`config.mk`:
```
export PLATFORM = sky130hd
export DESIGN_NAME = pfe_dispatch
export DESIGN_NICKNAME = d
export VERILOG_FILES = /design/src/rtl/pfe_dispatch.sv
export SDC_FILE = /design/constraint.sdc
export NUM_CORES = 1
export LEC_CHECK = 0
export BUFFER_PORTS_ARGS = -buffer_cell sky130_fd_sc_hd__buf_4
export CELL_PAD_IN_SITES_DETAIL_PLACEMENT = 1
export CELL_PAD_IN_SITES_GLOBAL_PLACEMENT = 1
export CORE_UTILIZATION = 42
export DETAILED_ROUTE_END_ITERATION = 10
export PLACE_DENSITY_LB_ADDON = 0.1
export SYNTH_ARGS = -nofsm -noshare
export SYNTH_HDL_FRONTEND = slang
export SYNTH_SLANG_ARGS = --single-unit
```
`constraint.sdc`:
```
create_clock -name clk -period 8.2 [get_ports clk]
set_input_delay 0.82 -clock clk [delete_from_list [all_inputs] [get_ports clk]]
set_output_delay 0.82 -clock clk [all_outputs]
set_load 0.005 [all_outputs]
```
`src/rtl/pfe_dispatch.sv`:
```
// pfe_dispatch: expands prefetch ops into weighted line candidates steered to per-channel request FIFOs
module pfe_dispatch #(
  parameter int NPIPE    = 2,
  parameter int LADDR_W  = 39,
  parameter int SPTBR_W  = 38,
  parameter int DELTA_W  = 8,
  parameter int WGT_W    = 3,
  parameter int WTHRESH  = 2,
  parameter int WL1      = 5,
  parameter int FDEPTH   = 4,
  parameter int STATBITS = 16
) (
  input  logic                          clk,
  input  logic                          reset,
  input  logic                          op_valid,
  output logic                          op_retry,
  input  logic [DELTA_W-1:0]            op_d,
  input  logic [DELTA_W-1:0]            op_d2,
  input  logic [WGT_W-1:0]              op_w,
  input  logic [WGT_W-1:0]              op_w2,
  input  logic [LADDR_W-1:0]            op_laddr,
  input  logic [SPTBR_W-1:0]            op_sptbr,
  output logic [NPIPE-1:0]              req_valid,
  input  logic [NPIPE-1:0]              req_retry,
  output logic [NPIPE*LADDR_W-1:0]      req_laddr,
  output logic [NPIPE*SPTBR_W-1:0]      req_sptbr,
  output logic [NPIPE-1:0]              req_l2,
  input  logic [NPIPE*8*STATBITS-1:0]   stats_in,
  output logic [8*STATBITS-1:0]         stats_out,
  output logic [STATBITS-1:0]           ndrop
);
  localparam int PW = NPIPE > 1 ? $clog2(NPIPE) : 1;
  localparam int AW = $clog2(FDEPTH);
  localparam int SW = STATBITS + PW;
  localparam logic [AW:0] CNT_HI = (AW+1)'(FDEPTH - 2);
  typedef struct packed {
    logic [LADDR_W-1:0] laddr;
    logic [SPTBR_W-1:0] sptbr;
    logic               l2;
  } ent_t;
  ent_t                 mem_q [NPIPE][FDEPTH];
  logic [AW-1:0]        wr_q [NPIPE];
  logic [AW-1:0]        rd_q [NPIPE];
  logic [AW:0]          cnt_q [NPIPE];
  logic [AW:0]          cnt_d [NPIPE];
  logic [NPIPE-1:0]     push_a, push_b, pop;
  logic [LADDR_W-1:0]   addr_a, addr_b;
  logic                 en_a, en_b, dup, acc, l2_a, l2_b, l2_m;
  logic [PW-1:0]        ch_a, ch_b;
  logic [1:0]           drop;
  logic [STATBITS:0]    ndrop_sum;
  logic [STATBITS-1:0]  ndrop_q, ndrop_d;
  logic [SW-1:0]        sum [8];
  logic [8*STATBITS-1:0] stats_q, stats_d;
  always_comb begin
    op_retry = 1'b0;
    for (int i = 0; i < NPIPE; i++) op_retry = op_retry | (cnt_q[i] > CNT_HI);
    addr_a = op_laddr + {{(LADDR_W-DELTA_W){op_d[DELTA_W-1]}}, op_d};
    addr_b = op_laddr + {{(LADDR_W-DELTA_W){op_d2[DELTA_W-1]}}, op_d2};
    en_a = op_w >= WGT_W'(WTHRESH) && op_d != '0;
    en_b = op_w2 >= WGT_W'(WTHRESH) && op_d2 != '0;
    l2_a = op_w < WGT_W'(WL1);
    l2_b = op_w2 < WGT_W'(WL1);
    dup = en_a && en_b && addr_a == addr_b;
    l2_m = l2_a && (!dup || l2_b);
    acc = op_valid && !op_retry;
    ch_a = NPIPE == 1 ? '0 : addr_a[PW-1:0];
    ch_b = NPIPE == 1 ? '0 : addr_b[PW-1:0];
    drop = acc ? 2'(!en_a) + 2'(!en_b) + 2'(dup) : 2'd0;
    ndrop_sum = {1'b0, ndrop_q} + (STATBITS+1)'(drop);
    ndrop_d = ndrop_sum[STATBITS] ? '1 : ndrop_sum[STATBITS-1:0];
    for (int i = 0; i < NPIPE; i++) begin
      push_a[i] = acc && en_a && ch_a == PW'(i);
      push_b[i] = acc && en_b && !dup && ch_b == PW'(i);
      pop[i] = cnt_q[i] != '0 && !req_retry[i];
      cnt_d[i] = cnt_q[i] + (AW+1)'(push_a[i]) + (AW+1)'(push_b[i]) - (AW+1)'(pop[i]);
      req_valid[i] = cnt_q[i] != '0;
      req_laddr[i*LADDR_W +: LADDR_W] = mem_q[i][rd_q[i]].laddr;
      req_sptbr[i*SPTBR_W +: SPTBR_W] = mem_q[i][rd_q[i]].sptbr;
      req_l2[i] = mem_q[i][rd_q[i]].l2;
    end
    for (int k = 0; k < 8; k++) begin
      sum[k] = '0;
      for (int p = 0; p < NPIPE; p++) sum[k] = sum[k] + SW'(stats_in[(p*8+k)*STATBITS +: STATBITS]);
      stats_d[k*STATBITS +: STATBITS] = sum[k][SW-1:STATBITS] != '0 ? '1 : sum[k][STATBITS-1:0];
    end
  end
  always_ff @(posedge clk) begin
    if (!reset) begin
      for (int i = 0; i < NPIPE; i++) begin
        wr_q[i] <= '0;
        rd_q[i] <= '0;
        cnt_q[i] <= '0;
      end
      ndrop_q <= '0;
      stats_q <= '0;
    end else begin
      for (int i = 0; i < NPIPE; i++) begin
        wr_q[i] <= wr_q[i] + AW'(push_a[i]) + AW'(push_b[i]);
        rd_q[i] <= rd_q[i] + AW'(pop[i]);
        cnt_q[i] <= cnt_d[i];
      end
      ndrop_q <= ndrop_d;
      stats_q <= stats_d;
    end
  end
  always_ff @(posedge clk) begin
    for (int i = 0; i < NPIPE; i++) begin
      if (push_a[i]) mem_q[i][wr_q[i]] <= {addr_a, op_sptbr, l2_m};
      if (push_b[i]) mem_q[i][wr_q[i] + AW'(push_a[i])] <= {addr_b, op_sptbr, l2_b};
    end
  end
  assign ndrop = ndrop_q;
  assign stats_out = stats_q;
endmodule

```
# Word level (Yosys, flattened, before mapping)
# Memory sizes are Yosys's and may differ from the RTL's.
# Index checks and enable logic that the tools add are counted.
dict set report totals {
  reg_bits 144
  latchBits 0
  ramBits 638
  mem_bits_ro 0
  input_bits 360
  output_inout_bits 303
  word_cells 1381
  memories 4
}
dict set report classes {
  addsub 25
  n_mul 0
  div_mod_pow 0
  order_cmp 16
  n_eq_ne 1
  n_shift 0
  n_mux 664
  n_bitwise 639
  reduce_logical 30
}
# memory depth width rd rd_clocked_by_memory_dff wr line
set mem_list {}
lappend mem_list {mem_q 2 312 2 0 2 41} ;# ent_t mem_q [NPIPE][FDEPTH];
lappend mem_list {cnt_q 2 3 2 0 2 44} ;# logic [AW:0] cnt_q [NPIPE];
lappend mem_list {rd_q 2 2 2 0 2 43} ;# logic [AW-1:0] rd_q [NPIPE];
lappend mem_list {wr_q 2 2 2 0 2 42} ;# logic [AW-1:0] wr_q [NPIPE];
# operator count
set op_table {}
lappend op_table {{$mux W312} 4}
lappend op_table {{$or A1 B1 Y1} 631}
lappend op_table {{$mux W1} 630}
lappend op_table {{$demux W78 S2} 4}
lappend op_table {{$mux W78} 8}
lappend op_table {{$bmux W78 S2} 2}
lappend op_table {{$mux W16} 9}
lappend op_table {{$add A16 B16 Y17} 8}
lappend op_table {{$add A39 B39 Y39} 2}
lappend op_table {{$eq A39 B39 Y1} 1}
lappend op_table {{$logic_and A1 B1 Y1} 19}
lappend op_table {{$ge A3 B3 Y1 const B} 6}
lappend op_table {{$not A2 Y3} 6}
lappend op_table {{$add A16 B2 Y17} 1}
lappend op_table {{$reduce_bool A8 Y1} 2}
lappend op_table {{$add A2 B1 Y2} 7}
lappend op_table {{$add A3 B1 Y3} 4}
lappend op_table {{$lt A3 B1 Y1 const B} 4}
lappend op_table {{$mux W2} 5}
lappend op_table {{$ge A3 B2 Y1 const B} 2}
lappend op_table {{$gt A3 B2 Y1 const B} 2}
lappend op_table {{$logic_not A1 Y1} 6}
lappend op_table {{$lt A3 B3 Y1 const B} 2}
lappend op_table {{$mux W3} 2}
lappend op_table {{5 further kinds} 8}

# Logic depth before layout (Yosys ltp)
dict set report depth {
  ltp_word 14
  depth_mapped 26
  ltp_nobuf 24
}

# Worst setup path after synthesis
# OpenSTA, ideal clock, no wires.
dict set report synth_timing {
  path_kind {in2reg}
  startpoint {in op_d2[0]}
  endpoint {mem mem_q[1][156] (netlist name), enable pin}
  setup_time_ns 0.542
  t_arrival_ns 7.350
  required_ns 7.658
  path_slack_ns 0.308
  stages 15
  n_path_buf 1
  path_cell_list {ha_1 > inv_1 > fa_1 > nor2b_1 > o31a_1 > a211oi_4 > a31oi_4 > a31oi_1 > o41ai_2 > a21oi_2 > xnor2_4 > xnor3_1 > nor4_4 > buf_6 > o22ai_1}
}
# item line
set synth_lines {}
lappend synth_lines {{start, declared} 18} ;# input logic [DELTA_W-1:0] op_d2,
lappend synth_lines {{end, declared} 41}

# Final worst setup path
dict set report layout_timing {
  startpoint {in op_d2[0]}
  endpoint {reg ndrop_q[1], in the netlist ndrop[1]}
}
dict set report layout_between {
  elab_chain_cells 8
  elab_cells_between_ends 12
  cone_classes {4 x add/sub; 1 x eq/ne; 2 x mux; 5 x reduce/logical}
}
# item line
set layout_lines {}
lappend layout_lines {{branches (longest 4 deep; another with $add A39 B39 Y39)} --}
lappend layout_lines {{$add A2 B1 Y2 (*)} 69} ;# drop = acc ? 2'(!en_a) + 2'(!en_b) + 2'(dup) : 2'd0;
lappend layout_lines {{$mux W2 (*)} 69}
lappend layout_lines {{$add A16 B2 Y17 (*)} 70} ;# ndrop_sum = {1'b0, ndrop_q} + (STATBITS+1)'(drop);
lappend layout_lines {{$mux W16 (*)} 71} ;# ndrop_d = ndrop_sum[STATBITS] ? '1 : ndrop_sum[STATBITS-1:0];
lappend layout_lines {{end signal, assigned} 103} ;# ndrop_q <= ndrop_d;
lappend layout_lines {{end, declared} 52} ;# logic [STATBITS-1:0] ndrop_q, ndrop_d;
# Mark *: on every way between the ends.
# A chain may end at the register's enable or synchronous reset.

==> summary.txt <==
Outcome
  – Outcome: complete, no violations

Timing
  – RSZ-0062 raised after global routing: false
  – Post-layout min period: 7.083 ns
  – Maximum clock frequency: 141.2 MHz
  – Final setup fails: 0
  – Clock skew: 0.02200 ns
  – Slew headroom: 12.98%
  – Min setup slack post-route: 1.117 ns
  – Post-Route Setup TNS: 0 ns
  – Fin crit share: 86.37%
  – Worst Hold Margin: 0.3852 ns
  – Worst slew pin tran: 1.300 ns
  – Slew Limit Fails: 0
  – Count of final hold-check violations: 0

Clock network
  – Post-cts sizing count: 0
  – Clk sink count: 782
  – CTS tree: done
  – CTS Buffer Depth: 3
  – Hold Buf Count CTS: 0
  – Clk_lat worst skew: 0.67 ns
  – H-tree depth: 3
  – Clk root buf: clkbuf_16
  – CTS buffer count: 88
  – Worst-path clk slew: 0.06 ns
  – Post-CTS Setup Bufs: 0

Placement
  – Port buffer count: roughly 660
  – Dpl cells: 5,028
  – HPWL Detailed: 105.8 mm
  – Placer congestion estimate: 0.9295
  – DP Worst Slack: 0.4404 ns
  – DP Area: 48,330 um^2

Synthesis
  – Post-synth cell types: 97
  – Area leader, netlist: edfxtp_1
  – Top FF cell, synth: edfxtp_1
  – Most common cell in the synthesized netlist: edfxtp_1
  – Top-area cell type share of the netlist area: 44.87%
  – FFs w/ async S/R, synth: 0%
  – Synth cell count leaders: 624 x edfxtp_1, 299 x mux2i_1, 216 x ha_1, 170 x a21oi_1, 158 x dfxtp_1
  – Post-synth EDFFs: 624
  – Synth area leaders: edfxtp_1 45%, mux4_2 8.4%, dfxtp_1 7.6%
  – Syn Nets: ~3,800
  – Synthesis-stage register bit count: 782
  – Post-synthesis sequential area ratio: 52.45%
  – Cell area after synthesis: 41,760 um^2
  – Average cell area after synthesis: 13.21 um^2
  – Cell count after synthesis: 3,161
  – Yosys warns: 0

Layout
  – Syn-to-layout area delta: 22.72%
  – FF+latch area: 21,920 um^2
  – # fillers: roughly 10,000
  – Layout cell share with drive strength beyond 1: between 20 and 30%
  – Layout net count: 4,422
  – Cell area after layout: 51,250 um^2
  – Multi-input gate area: roughly 19,000 um^2
  – Post-Layout Cell Count: 5,194

Worst setup path
  – WP data required: 8.79 ns
  – Worst r2r dst: mem_q[0][150]
  – Crit-path slowest cell: a211oi_1
  – Crit path largest cell delay: slightly above 0.6 ns
  – Cells on worst reg2reg path: 12
  – Buffers and inverters on the worst path: 4
  – CP Launch Type: primary input
  – CP max FO: 13
  – CP arrival: 7.67 ns
  – RR Startpoint: cnt_q[0][4]
  – Stages on the worst setup path: 25
  – Worst reg2reg setup slack: 3.42 ns
  – Crit. End Element: register
  – Cell family with most CP delay: simple AND/OR/NAND/NOR gates
  – WS Path Type: in -> reg

Pwr
  – Internal: around 0.009 W
  – Logic pwr share: 32.6%
  – Seq pwr share: between 30 and 40%
  – Leak pwr: 18.82 nW
  – Cell Pwr Density: 262.3 nW/um^2
  – Max VDD drop: 0.0002311 V
  – P_sw: 0.004275 W
  – Net Sw Frac: 31.81%
  – Clock Power Share: 29.6%

Global route
  – Largest net degree at the start of global routing: 84
  – Total routing usage reported by global routing: 28.43%
  – Vias in the first global route: 32,479
  – Initial antenna violation count: 17
  – Overflow after GRT: 0
  – First-pass GRT wire length: 211.0 mm

Die
  – I/O pins: around 660
  – Starting density of the core: roughly 42%
  – Core ar.: 98,420 um^2
  – Die Span X: approximately 320 um
  – DIE HEIGHT: 317.3 um
  – Die Area: between 100,000 and 150,000 um^2
  – # rows: roughly 120

Worst hold path
  – Worst hold path type: in -> reg
  – Worst hold path cell count: 1
  – Hold path start: op_sptbr[13]
  – Hold endpoint: mem_q[1][170]

Route
  – DRC: 0
  – Total Routed Length: 145.1 mm
  – Via count: 30,541
  – TritonRoute pass-1 iters: 5
  – Routed Antenna Nets: 0
  – Routed WL per cell: roughly 28 um
  – DR iter-0 viols: 1,909
  – Detailed-route vias per instance: between 5 and 6

Job
  – Max-cap violations: 0
==> cells in the final DEF (no fill, tap or decap), types with 83 or more instances in the layout <==
| cell type | n |
|---|---|
| buf_4 | 728 |
| a31oi_1 | 107 |
| xor2_1 | 86 |
| mux4_2 | 156 |
| inv_1 | 100 |
| a21oi_1 | 170 |
| o21ai_0 | 91 |
| xnor2_1 | 99 |
| nand2_1 | 151 |
| nor2_1 | 83 |
| edfxtp_1 | 624 |
| mux2i_1 | 299 |
| dfxtp_1 | 154 |
| clkbuf_16 | 88 |
| ha_1 | 216 |
==> worst reg2reg max path, cell delays in order, from the launching register on <==
cell     delay (ns)
dfxtp_1        0.33
inv_1          0.09
nor3_1         0.20
o22ai_1        0.13
inv_1          0.09
nand2_1        0.31
nor3b_1        0.98
ha_1           0.37
xor2_1         0.30
nand3_1        0.18
nor3_4         0.17
a31o_4         0.77
buf_4          0.55
==> through the flow <==
step	power (W)	util, %
after floorplan	0.007496	-
after global placement	0.009431	49.10
after detailed placement	0.009562	49.10
after CTS	0.01357	52.05
after global routing	0.01403	52.07
final	0.01344	52.07
==> metal layers <==
layer | global-route usage, % | part of all wire [%] | vias up
li1 | - | - | 13713
met4 | 9.319 | 2.9 | 14
met5 | 0 | 0.063 | -
met1 | 35.62 | 41 | 15720
met3 | 5.954 | 6.1 | 193
met2 | 48.81 | 50 | 901
==> sequential cells by signal, summed over array words and instances (netlist names) <==
register	count
mem_q	624
stats_out	128
ndrop	16
cnt_q	6
wr_q	4
rd_q	4
==> cell type report <==
| cell class | count | area share (%) |
|---|---|---|
| Sequential cell | 782 | 42.77 |
| Inverter | 101 | 0.7447 |
| Antenna cell | 8 | 0.03907 |
| Multi-Input combinational cell | 2129 | 36.95 |
| Clock inverter | 55 | 1.170 |
| Clock buffer | 103 | 4.485 |
| Timing Repair Buffer | 729 | 10.70 |
| Tap cell | 1287 | 3.142 |
==> cell families after synthesis <==
| family | Yosys count | synth area share (%) |
|---|---|---|
| AO/OA/AOI/OAI | 667 | 10.54 |
| XOR/XNOR | 193 | 4.300 |
| adder cells (fa/ha/maj) | 231 | 7.191 |
| buffers and inverters | 250 | 2.499 |
| flip-flops | 782 | 52.45 |
| multiplexers | 472 | 16.06 |
| AND/OR/NAND/NOR | 566 | 6.964 |
==> power by group through the flow <==
stage          logic (W)  registers (W)  clock network (W)
6_report         0.00438        0.00507            0.00398
3_5_place_dp     0.00440        0.00516                  0
5_1_grt          0.00470        0.00512            0.00420
4_1_cts          0.00442        0.00509            0.00406
2_1_floorplan    0.00243        0.00507                  0
3_3_place_gp     0.00430        0.00514                  0
==> worst max-delay path by stage <==
stage / from / end / slack, ns
detailed placement: op_d2[0] / ndrop[1] / 0.44
global route: op_laddr[0] / ndrop[11] / 0.61
floorplan: op_d2[0] / mem_q[1][156] / 0.31
finish: op_d2[0] / ndrop[1] / 1.12
global placement: op_d2[0] / ndrop[0] / 0.60
CTS: op_d2[0] / ndrop[1] / 1.11
No activity file was read; power rests on OpenSTA's default activity.
